===== config.mk =====
export PLATFORM = sky130hd
export DESIGN_NAME = esfa_request_arbiter
export DESIGN_NICKNAME = d
export VERILOG_FILES = /design/src/rtl/esfa_request_arbiter.sv
export SDC_FILE = /design/constraint.sdc
export NUM_CORES = 1
export LEC_CHECK = 0
export BUFFER_PORTS_ARGS = -buffer_cell sky130_fd_sc_hd__buf_2
export CAP_MARGIN = 20
export CORE_MARGIN = 2
export CORE_UTILIZATION = 47
export CTS_CLUSTER_SIZE = 28
export DETAILED_ROUTE_END_ITERATION = 8
export GPL_TIMING_DRIVEN = 0
export PLACE_DENSITY = 0.77
export SYNTH_ARGS = -nofsm -noshare
export SYNTH_HDL_FRONTEND = slang
export SYNTH_SLANG_ARGS = --single-unit

===== constraint.sdc =====
create_clock -name masterClock -period 1.8 [get_ports masterClock]
set_clock_uncertainty 0.05 [all_clocks]
set_input_delay 0.36 -clock masterClock [delete_from_list [all_inputs] [get_ports masterClock]]
set_output_delay 0.36 -clock masterClock [all_outputs]
set_load 0.05 [all_outputs]

===== src/rtl/esfa_request_arbiter.sv =====
// esfa_request_arbiter
// Shares one ESFADesign datapath between two requesters. Port 0 carries host
// commands from the sandbox link. Port 1 carries an on-chip requester such as
// a self-test or scrub engine. One command is in flight at a time. Each command
// is issued to the datapath, waits RESULT_LATENCY cycles for the result, and is
// returned as a status/data response to the port that issued it.
//
// Ports
//   masterClock, reset          clock; synchronous active-low reset
//   reqN_valid/ready            command handshake (ready is a one-cycle accept pulse)
//   reqN_control                bit0 mutating, bit1 isMeta, bit2 willWrite
//   reqN_data                   [7:0] index, [15:8] value, [23:16] metadata, [31:24] selector
//   rspN_valid/ready            response handshake; response is held until taken
//   rspN_status, rspN_data      bit0 result flag / [31:24] result value
//   esfa_*                      datapath operands (out) and results (in)
//   busy, grant                 not idle / one-hot owner of the command in flight
//
// Build option
//   ESFA_ARB_FIXED_PRIO_EN      port 0 always wins a simultaneous request, and
//                               no round-robin pointer is built; otherwise the
//                               requesters are served round-robin
//
// State | Meaning
// IDLE  | waiting for a request; ready pulses for the winner
// ISSUE | drive operands/strobes for the latched command, load wait counter
// WAIT  | count down the datapath latency, capture the result at terminal count
// RESP  | hold the response for the granted port until it is taken
module esfa_request_arbiter #(
  parameter int RESULT_LATENCY = 2
) (
  input  logic        masterClock,
  input  logic        reset,
  input  logic        req0_valid,
  output logic        req0_ready,
  input  logic [7:0]  req0_control,
  input  logic [31:0] req0_data,
  output logic        rsp0_valid,
  input  logic        rsp0_ready,
  output logic [7:0]  rsp0_status,
  output logic [31:0] rsp0_data,
  input  logic        req1_valid,
  output logic        req1_ready,
  input  logic [7:0]  req1_control,
  input  logic [31:0] req1_data,
  output logic        rsp1_valid,
  input  logic        rsp1_ready,
  output logic [7:0]  rsp1_status,
  output logic [31:0] rsp1_data,
  output logic        esfa_willWrite,
  output logic        esfa_isMetadata,
  output logic [7:0]  esfa_new_index,
  output logic [7:0]  esfa_new_value,
  output logic [7:0]  esfa_metadata,
  output logic [7:0]  esfa_selector,
  input  logic        esfa_resultBool,
  input  logic [7:0]  esfa_resultValue,
  output logic        busy,
  output logic [1:0]  grant
);

  typedef enum logic [1:0] {IDLE, ISSUE, WAIT, RESP} state_t;

  localparam logic [3:0] LAT = 4'(RESULT_LATENCY);

  state_t      state;
  logic [2:0]  cmd_ctrl;
  logic [31:0] cmd_data;
  logic [3:0]  wait_cnt;
  logic        res_flag;
  logic [7:0]  res_value;
  logic        win0;
  logic        win1;
  logic        rsp_take;
  logic        unused_ctrl_bits;

  assign unused_ctrl_bits = ^{req0_control[7:3], req1_control[7:3]};

`ifdef ESFA_ARB_FIXED_PRIO_EN
  assign win0 = req0_valid;
  assign win1 = req1_valid & ~req0_valid;
`else
  // rr_next = 1 means port 1 has priority for the next simultaneous request
  logic rr_next;
  assign win0 = req0_valid & (~req1_valid | ~rr_next);
  assign win1 = req1_valid & (~req0_valid | rr_next);
`endif

  // Ready is masked by reset so no accept pulse is seen for a command that
  // the reset edge would drop.
  assign req0_ready = reset & (state == IDLE) & win0;
  assign req1_ready = reset & (state == IDLE) & win1;

  assign rsp_take = (grant[0] & rsp0_ready) | (grant[1] & rsp1_ready);
  assign busy     = (state != IDLE);

  assign rsp0_status = {7'b0, rsp0_valid & res_flag};
  assign rsp1_status = {7'b0, rsp1_valid & res_flag};
  assign rsp0_data   = rsp0_valid ? {res_value, 24'h0} : 32'h0;
  assign rsp1_data   = rsp1_valid ? {res_value, 24'h0} : 32'h0;

  always_ff @(posedge masterClock) begin
    if (!reset) begin
      state           <= IDLE;
      cmd_ctrl        <= 3'b0;
      cmd_data        <= 32'h0;
      wait_cnt        <= 4'h0;
      res_flag        <= 1'b0;
      res_value       <= 8'h0;
      grant           <= 2'b00;
      rsp0_valid      <= 1'b0;
      rsp1_valid      <= 1'b0;
      esfa_willWrite  <= 1'b0;
      esfa_isMetadata <= 1'b0;
      esfa_new_index  <= 8'h0;
      esfa_new_value  <= 8'h0;
      esfa_metadata   <= 8'h0;
      esfa_selector   <= 8'h0;
`ifndef ESFA_ARB_FIXED_PRIO_EN
      rr_next         <= 1'b0;
`endif
    end else begin
      case (state)
        IDLE: begin
          if (win0 | win1) begin
            grant    <= {win1, win0};
            cmd_ctrl <= win1 ? req1_control[2:0] : req0_control[2:0];
            cmd_data <= win1 ? req1_data : req0_data;
            state    <= ISSUE;
          end
        end
        ISSUE: begin
          // Queries leave operands and isMetadata untouched.
          if (cmd_ctrl[0]) begin
            esfa_new_index  <= cmd_data[7:0];
            esfa_new_value  <= cmd_data[15:8];
            esfa_metadata   <= cmd_data[23:16];
            esfa_selector   <= cmd_data[31:24];
            esfa_isMetadata <= cmd_ctrl[1];
            esfa_willWrite  <= cmd_ctrl[2];
          end else begin
            esfa_willWrite  <= 1'b0;
          end
          wait_cnt <= LAT;
          state    <= WAIT;
        end
        WAIT: begin
          esfa_willWrite <= 1'b0;
          // Terminal count of 1 puts the capture RESULT_LATENCY edges after
          // the operands were driven.
          if (wait_cnt == 4'd1) begin
            wait_cnt   <= 4'h0;
            res_flag   <= cmd_ctrl[0] ? 1'b1 : esfa_resultBool;
            res_value  <= cmd_ctrl[0] ? 8'h0 : esfa_resultValue;
            rsp0_valid <= grant[0];
            rsp1_valid <= grant[1];
            state      <= RESP;
          end else begin
            wait_cnt <= wait_cnt - 4'd1;
          end
        end
        RESP: begin
          if (rsp_take) begin
            rsp0_valid <= 1'b0;
            rsp1_valid <= 1'b0;
            grant      <= 2'b00;
`ifndef ESFA_ARB_FIXED_PRIO_EN
            rr_next    <= grant[0];
`endif
            state      <= IDLE;
          end
        end
        default: state <= IDLE;
      endcase
    end
  end

endmodule

== Word level (Yosys, flattened, before mapping) ==
Cells that the tools add are included.

* Add/sub/neg operators: 1
* Multiply operators: 0
* Div/mod/pow operators: 0
* Magnitude comparators: 0
* Eq/ne operators: 7
* Shift-type cells: 0
* Mux-type cells: 21
* Bitwise gates (word level): 16
* Reduce and logical (&&, ||, !) cells: 12

{| class="wikitable"
|+ Operators by type and width
! cell !! count
|-
| 2-to-1 mux 32 bit || 3
|-
| AND 1 bit || 9
|-
| AND reduction 3 bit || 3
|-
| 2-to-1 mux 2 bit || 4
|-
| 2-to-1 mux 8 bit || 1
|-
| one-hot mux 2 bit (4 select lines) || 1
|-
| one-hot mux 4 bit (2 select lines) || 1
|-
| AND reduction 2 bit || 4
|-
| nonzero test 2 bit || 4
|-
| one-hot mux 1 bit (2 select lines) || 3
|-
| 2-to-1 mux 1 bit || 5
|-
| == test 2 bit, second input constant || 2
|-
| == test 4 x 1 -> 1 bit, second input constant || 1
|-
| 2-to-1 mux 4 bit || 1
|-
| inequality test 2 bit, second input constant || 2
|-
| OR 1 bit || 4
|-
| one-hot mux 2 bit (2 select lines) || 1
|-
| subtractor 4 x 1 -> 4 bit, second input constant || 1
|-
| 2-to-1 mux 3 bit || 1
|-
| NOT 1 bit || 3
|-
| == test 2 x 1 -> 1 bit, second input constant || 1
|-
| zero test 2 bit || 1
|-
| inequality test 2 x 1 -> 1 bit, second input constant || 1
|}

* Register bits: 89
* Bits in latches: 0
* Memory bits (writable): 0
* Bits in read-only memories: 0
* Logic and storage cells: 73
* Memories: 0

== Logic depth before layout (Yosys ltp) ==
Gate-level depths: netlist of the first run.

* Depth after elaboration: 6
* Mapped depth: 7
* Depth with buffers taken out: 6

== Worst setup path before layout of the first run ==
No wires, ideal clock.

* Kind: input-to-output
* Start point: input reset
* End point: output req1_ready
* Data arrival time: 2.024 ns
* Data required time: 1.390 ns
* Path slack: -0.634 ns
* Cell stages on the path: 5
* Buffers on the path: 3
* Cell sequence: buf_2 inv_1 buf_2 buf_2 nor3_1

* Word-level cells in the longest chain between the ends: 2

{| class="wikitable"
|+ Ends and longest elaborated chain
! element !! line !! source
|-
| from (decl) || 32 || <nowiki>input logic reset,</nowiki>
|-
| AND 1 bit (2 in series) || 91 || <nowiki>assign req1_ready = reset & (state == IDLE) & win1;</nowiki>
|-
| to (decl) || 42 || <nowiki>output logic req1_ready,</nowiki>
|}

No other way between the ends.

== Worst setup path in the final report of the first run ==
* Start point: register state[0]
* End point: output req1_ready

* Word-level cells in the longest chain between the ends: 3

{| class="wikitable"
|+ Ends and longest elaborated chain
! element !! line !! source
|-
| from (decl) || 65 || <nowiki>state_t state;</nowiki>
|-
| from (signal assigned) || 103 || <nowiki>state <= IDLE;</nowiki>
|-
| from (signal assigned) || 128 || <nowiki>state <= ISSUE;</nowiki>
|-
| from (signal assigned) || 144 || <nowiki>state <= WAIT;</nowiki>
|-
| zero test 2 bit || 91 ||
|-
| AND 1 bit (2 in series) || 91 ||
|}

No other way between the ends.

==> results of run 1 <==
[routing by layer]
metal | part of all wire (%) | GRT usage, %
met3 | 5.4 | 2.87
met2 | 51 | 39.6
met5 | 0 | 0
met1 | 42 | 26.2
met4 | 1.2 | 8.00
[path summary, 6_finish.rpt]
| check | start | slack, ns | cells past startpoint | end |
|---|---|---|---|---|
| hold / removal | esfa_resultValue[7] | 0.22 | 3 | res_value[7]$_SDFFE_PN0P_ |
| setup / recovery | state[0]$_SDFFE_PN0P_ | 0.03 | 5 | req1_ready |
| setup reg to reg | state[0]$_SDFFE_PN0P_ | 0.12 | 5 | state[0]$_SDFFE_PN0P_ |
| hold reg to reg | cmd_data[2]$_SDFFE_PN0P_ | 0.40 | 2 | esfa_new_index[2]$_SDFFE_PN0P_ |
[power groups by stage]
stage	combinational (mW)	sequential [mW]	clock (mW)
2_1_floorplan	2.02	2.75	0
3_3_place_gp	2.71	2.57	0
3_5_place_dp	2.80	2.59	0
4_1_cts	2.88	2.55	1.24
5_1_grt	3.21	2.61	1.32
6_report	2.95	2.57	1.23
[area by class of cell]
type	count	share of cell area, %
multi-input combinational	375	39.2
sequential	89	30.2
timing repair buffer	148	12.9
buffer	94	11.5
tap	129	2.72
clock buffer	9	2.09
clock inverter	6	0.716
inverter	9	0.695
[stage by stage]
stage | TNS (ns) | instance area, um^2 | util (%)
2_1_floorplan | 0 | 4790 | -
3_3_place_gp | -0.124 | 5660 | 60.7
3_5_place_dp | -0.120 | 5660 | 60.7
4_1_cts | 0 | 5890 | 63.2
5_1_grt | -0.0333 | 5940 | 63.7
6_report | 0 | 5940 | 63.7
[worst max-delay path, stage by stage (launching register included)]
cell	delay, ns
dfxtp_4	0.37
inv_4	0.07
ha_4	0.16
inv_4	0.05
nor3_4	0.17
buf_6	0.18
[sequential cells by signal, summed over array words and instances, names as in the netlist, 2 cells and up]
register / count
cmd_data: 32
esfa_metadata: 8
esfa_new_index: 8
esfa_new_value: 8
esfa_selector: 8
res_value: 8
wait_cnt: 4
cmd_ctrl: 3
grant: 2
state: 2
[kinds of logic after synthesis]
logic type	Yosys count	share of synthesized area (%)
other	1	0.0825
muxes	38	8.37
DFF	89	39.2
buffers and inverters	103	15.3
and+or+nand+nor	171	17.4
AOI/OAI and AO/OA	97	17.7
adders and majority gates	7	1.93
[cell usage in the layout, fill, tap and decap left out, types with 3 or more instances in the layout]
cell type | netlist | final
inv_1 | 8 | 6
clkbuf_8 | 0 | 9
ha_1 | 7 | 6
nand3b_1 | 8 | 8
or3_1 | 3 | 3
a21oi_1 | 43 | 43
buf_4 | 66 | 74
clkbuf_1 | 6 | 6
nor3_1 | 4 | 3
nand3_1 | 3 | 3
nand2_1 | 79 | 79
conb_1 | 1 | 62
a211oi_2 | 35 | 35
nor2_1 | 42 | 42
buf_6 | 6 | 7
buf_2 | 14 | 151
and2_1 | 20 | 20
inv_4 | 0 | 3
dfxtp_1 | 89 | 85
mux2i_1 | 38 | 38
[timing repair]
item	4_1_cts	5_1_grt
resized for setup	15	10
hold buffers	0	0
pin swaps	2	2
setup buffers	3	3
endpoints found under the setup margin	3	11
gates cloned	0	0
==> flow_summary.yaml, run 1 <==
floorplan:
  start_util_pct: 48.7
  die-area_um2: 10500
  die_w_um: 102
  die_y_um: 102
  ios: 216
  fp-row-count: 35
  core_um2: 9330
grt:
  gr-total-overflow: 0
  grt.total_usage_pct: 21.8
  antenna_found_initial: 0
  grt_pass1_vias: 3868
  grt_max_degree: 16
  grt_pass1_wl_mm: 17.8
final_layout:
  regArea_um2: 1790
  drive_above_1_share_pct: 41.1
  layout.nets: 828
  multi_input_area_um2: 2330
  antennaDiodeCount: 0
  syn_to_final_growth_pct: 30.6
  num-fill-cells: 833
  final_cells: 859
worst_hold_path:
  hp-class: "input port to register"
synthesis:
  synth_top_area_share_pct: 39.2
  synthesis.area_um2: 4550
  netlist_top_cells_count: "dfxtp_1, nand2_1, buf_4"
  yosysWarnings: 0
  synthArstFlopShare_pct: 0
  ys_seq_elements: 89
  avgSynthCellArea_um2: 8.98
  synth.most_common_cell: "dfxtp_1"
  synth_edf_count: 0
  syn_inst: 506
  post-synth-top-area-cell: "dfxtp_1"
  ys_types: 45
  seq_area_frac_synth_pct: 39.2
  synthTopCellsByArea: "dfxtp_1, buf_4, a211oi_2"
  dominantRegCellSynth: "dfxtp_1"
clock_tree:
  clkSinkCount: 89
  cts_tree: "done"
  cts_max_level: 3
  cts-root-buf: "clkbuf_8"
  clk_latency_ns: 0.35
  cts_buffer_depth: 2
  clk_pin_slew_ns: 0.09
  cts_buffers: 9
power:
  totalPowerFinal_mw: 6.75
  switchingPower_mw: 2.84
  p_leak_nw: 2.96
  swShare_pct: 42.1
  power_frac_seq_pct: 38.1
  p_comb_share_pct: 43.7
  irDropWorstVdd_uv: 915
  p_int_mw: 3.91
  clkPwrFrac_pct: 18.2
  power_density_nw_per_um2: 1140
sta:
  rsz0062_at_grt: "true"
  finalHoldViolations: 0
  worst_hold_slack_ns: 0.220
  tightest_slew_ns: 0.775
  clock.fmax_ghz: 0.566
  finalCritPeriodShare_pct: 98.1
  setup_slack_ns: 0.0345
  min_period_ns: 1.77
  setup_violations: 0
  drv_slew: 0
  max-slew-margin-rel_pct: 48.3
routing:
  drt_pass1_iterations: 4
  vias: 4029
  routedWlPerCell_um: 13.5
  ant_nets: 0
  drt_iter0_markers: 135
  wirelength_mm: 11.6
  route.detailed.drc: 0
  viasPerCell: 4.69
critical_path:
  crit_path_end_kind: "output port"
  crit_path_max_fanout: 4
  path_class: "register to output port"
  critical_path_required_ns: 1.39
  cp.arrival_ns: 1.36
  start_kind: "register"
flow_run:
  max-cap-violations: 0
placement:
  dp_hpwl_mm: 8.81
  placed_cells_incl_taps: 838
  placement.io_buffers: 142
  dp_slack_ns: -0.120
  place_congestion: 0.822
outcome:
  outcome: "completed"
Power figures use the tool's default switching activity.
==> run 2: changes to the inputs <==
PLACE_DENSITY = 0.88   (was 0.77)
==> run 2 against run 1 <==
  * Utilization about the same
  * Routed wire length increased by 2.5%
  * Non-clock buffer count unchanged
  * Critical path depth unchanged
==> flow_summary.yaml, run 2 (same netlist as run 1, synthesis figures left out) <==
final_layout:
  stdcell_area_um2: 5930
  antennaDiodeCount: 0
  final_cell_mix: "buf_2, dfxtp_1, nand2_1, buf_4, conb_1"
  layout.nets: 828
  num-fill-cells: 799
  largest_reg_flops: 32
  final_cells: 860
  layout_commonest_cell: "buf_2"
  final_util_pct: 63.6
  regMostFlops: "cmd_data"
  syn_to_final_growth_pct: 30.6
  drive_above_1_share_pct: 41.2
critical_path:
  crit_path_max_fanout: 4
  cp.arrival_ns: 1.33
  crit_path_end_kind: "output port"
  start_kind: "register"
  path_class: "register to output port"
  critical_path_required_ns: 1.39
sta:
  min_period_ns: 1.74
  tightest_slew_ns: 0.818
  finalCritPeriodShare_pct: 96.5
  fin_tns_setup_ns: 0
  finalHoldViolations: 0
  drv_slew: 0
  setup_slack_ns: 0.0633
  clock.fmax_ghz: 0.576
  rsz0062_at_grt: "true"
  max-slew-margin-rel_pct: 45.5
  setup_violations: 0
  worst_hold_slack_ns: 0.227
placement:
  dp_hpwl_mm: 8.89
  dp_slack_ns: -0.119
  place_congestion: 0.836
  placed_cells_incl_taps: 838
  placement.io_buffers: 142
  placed_cell_area_um2: 5660
routing:
  routedWlPerCell_um: 13.8
  drt_pass1_iterations: 4
  ant_nets: 0
  vias: 4112
  wirelength_mm: 11.8
  drt_iter0_markers: 117
  route.detailed.drc: 0
  viasPerCell: 4.78
floorplan:
  die-area_um2: 10500
  die_w_um: 102
  die_y_um: 102
  ios: 216
  fp-row-count: 35
  core_um2: 9330
  start_util_pct: 48.7
outcome:
  outcome: "completed"
clock_tree:
  cts-root-buf: "clkbuf_8"
  cts_tree: "done"
  clk_pin_slew_ns: 0.09
  cts_buffer_depth: 2
  clk_latency_ns: 0.35
  cts_max_level: 3
  cts_buffers: 9
  clkSinkCount: 89
grt:
  grt_pass1_vias: 3808
  grt_max_degree: 18
  grt.total_usage_pct: 21.8
  antenna_found_initial: 0
  grt_pass1_wl_mm: 17.9
  gr-total-overflow: 0
power:
  totalPowerFinal_mw: 6.81
  p_leak_nw: 2.96
  power_density_nw_per_um2: 1150
  irDropWorstVdd_uv: 809
worst_hold_path:
  hp-class: "input port to register"
flow_run:
  max-cap-violations: 0
==> run 2: changes by cell type in the layout (fill, tap and decap cells not counted), sizes merged <==
cell | before | now
clkinvlp | 2 | 1
buf | 234 | 233
clkinv | 2 | 1
inv | 11 | 14
clkbuf | 17 | 18
==> run 2: timing repair <==
action | 4_1_cts | 5_1_grt
setup endpoints to repair | 3 | 12
hold buffers | 0 | 0
buffers inserted | 5 | 2
pin swaps | 3 | 1
resized for setup | 15 | 6
==> run 2: area by class of cell <==
class | count | area, um^2 | area share [%]
multi-input combinational | 375 | 2330 | 39.2
clock inverter | 7 | 58.8 | 0.991
buffer | 93 | 664 | 11.2
clock buffer | 9 | 124 | 2.09
sequential | 89 | 1790 | 30.1
inverter | 9 | 36.3 | 0.611
timing repair buffer | 149 | 774 | 13.1
tap | 129 | 161 | 2.72
==> run 2: worst paths after layout <==
check,end,cells after the start,slack (ns),startpoint
worst max register to register,cmd_data[8]$_SDFFE_PN0P_,7,0.12,rr_next$_SDFFE_PN0P_
worst min register to register,esfa_metadata[1]$_SDFFE_PN0P_,2,0.40,cmd_data[17]$_SDFFE_PN0P_
worst min-delay path,res_value[4]$_SDFFE_PN0P_,3,0.23,esfa_resultValue[4]
worst max-delay path,req1_ready,5,0.06,state[0]$_SDFFE_PN0P_
==> run 2: worst max-delay path, cell delays in order (launching register included) <==
cell     delay (ns)
dfxtp_2        0.35
inv_2          0.09
ha_4           0.16
inv_2          0.07
nor3_4         0.12
buf_6          0.18
==> run 2: routing by layer <==
metal / vias up / share of wire, % / GRT usage, %
li1: 2026 / - / -
met1: 1901 / 41 / 25.8
met2: 163 / 51 / 39.4
met3: 22 / 6.6 / 4.72
met4: 0 / 2.0 / 6.77
met5: - / 0 / 0
==> run 2: power by group <==
part	switching (mW)	internal [mW]	leakage, nW
clock	0.779	0.530	0.0929
sequential	0.234	2.33	0.729
combinational	1.88	1.05	2.14
total	2.89	3.92	2.96
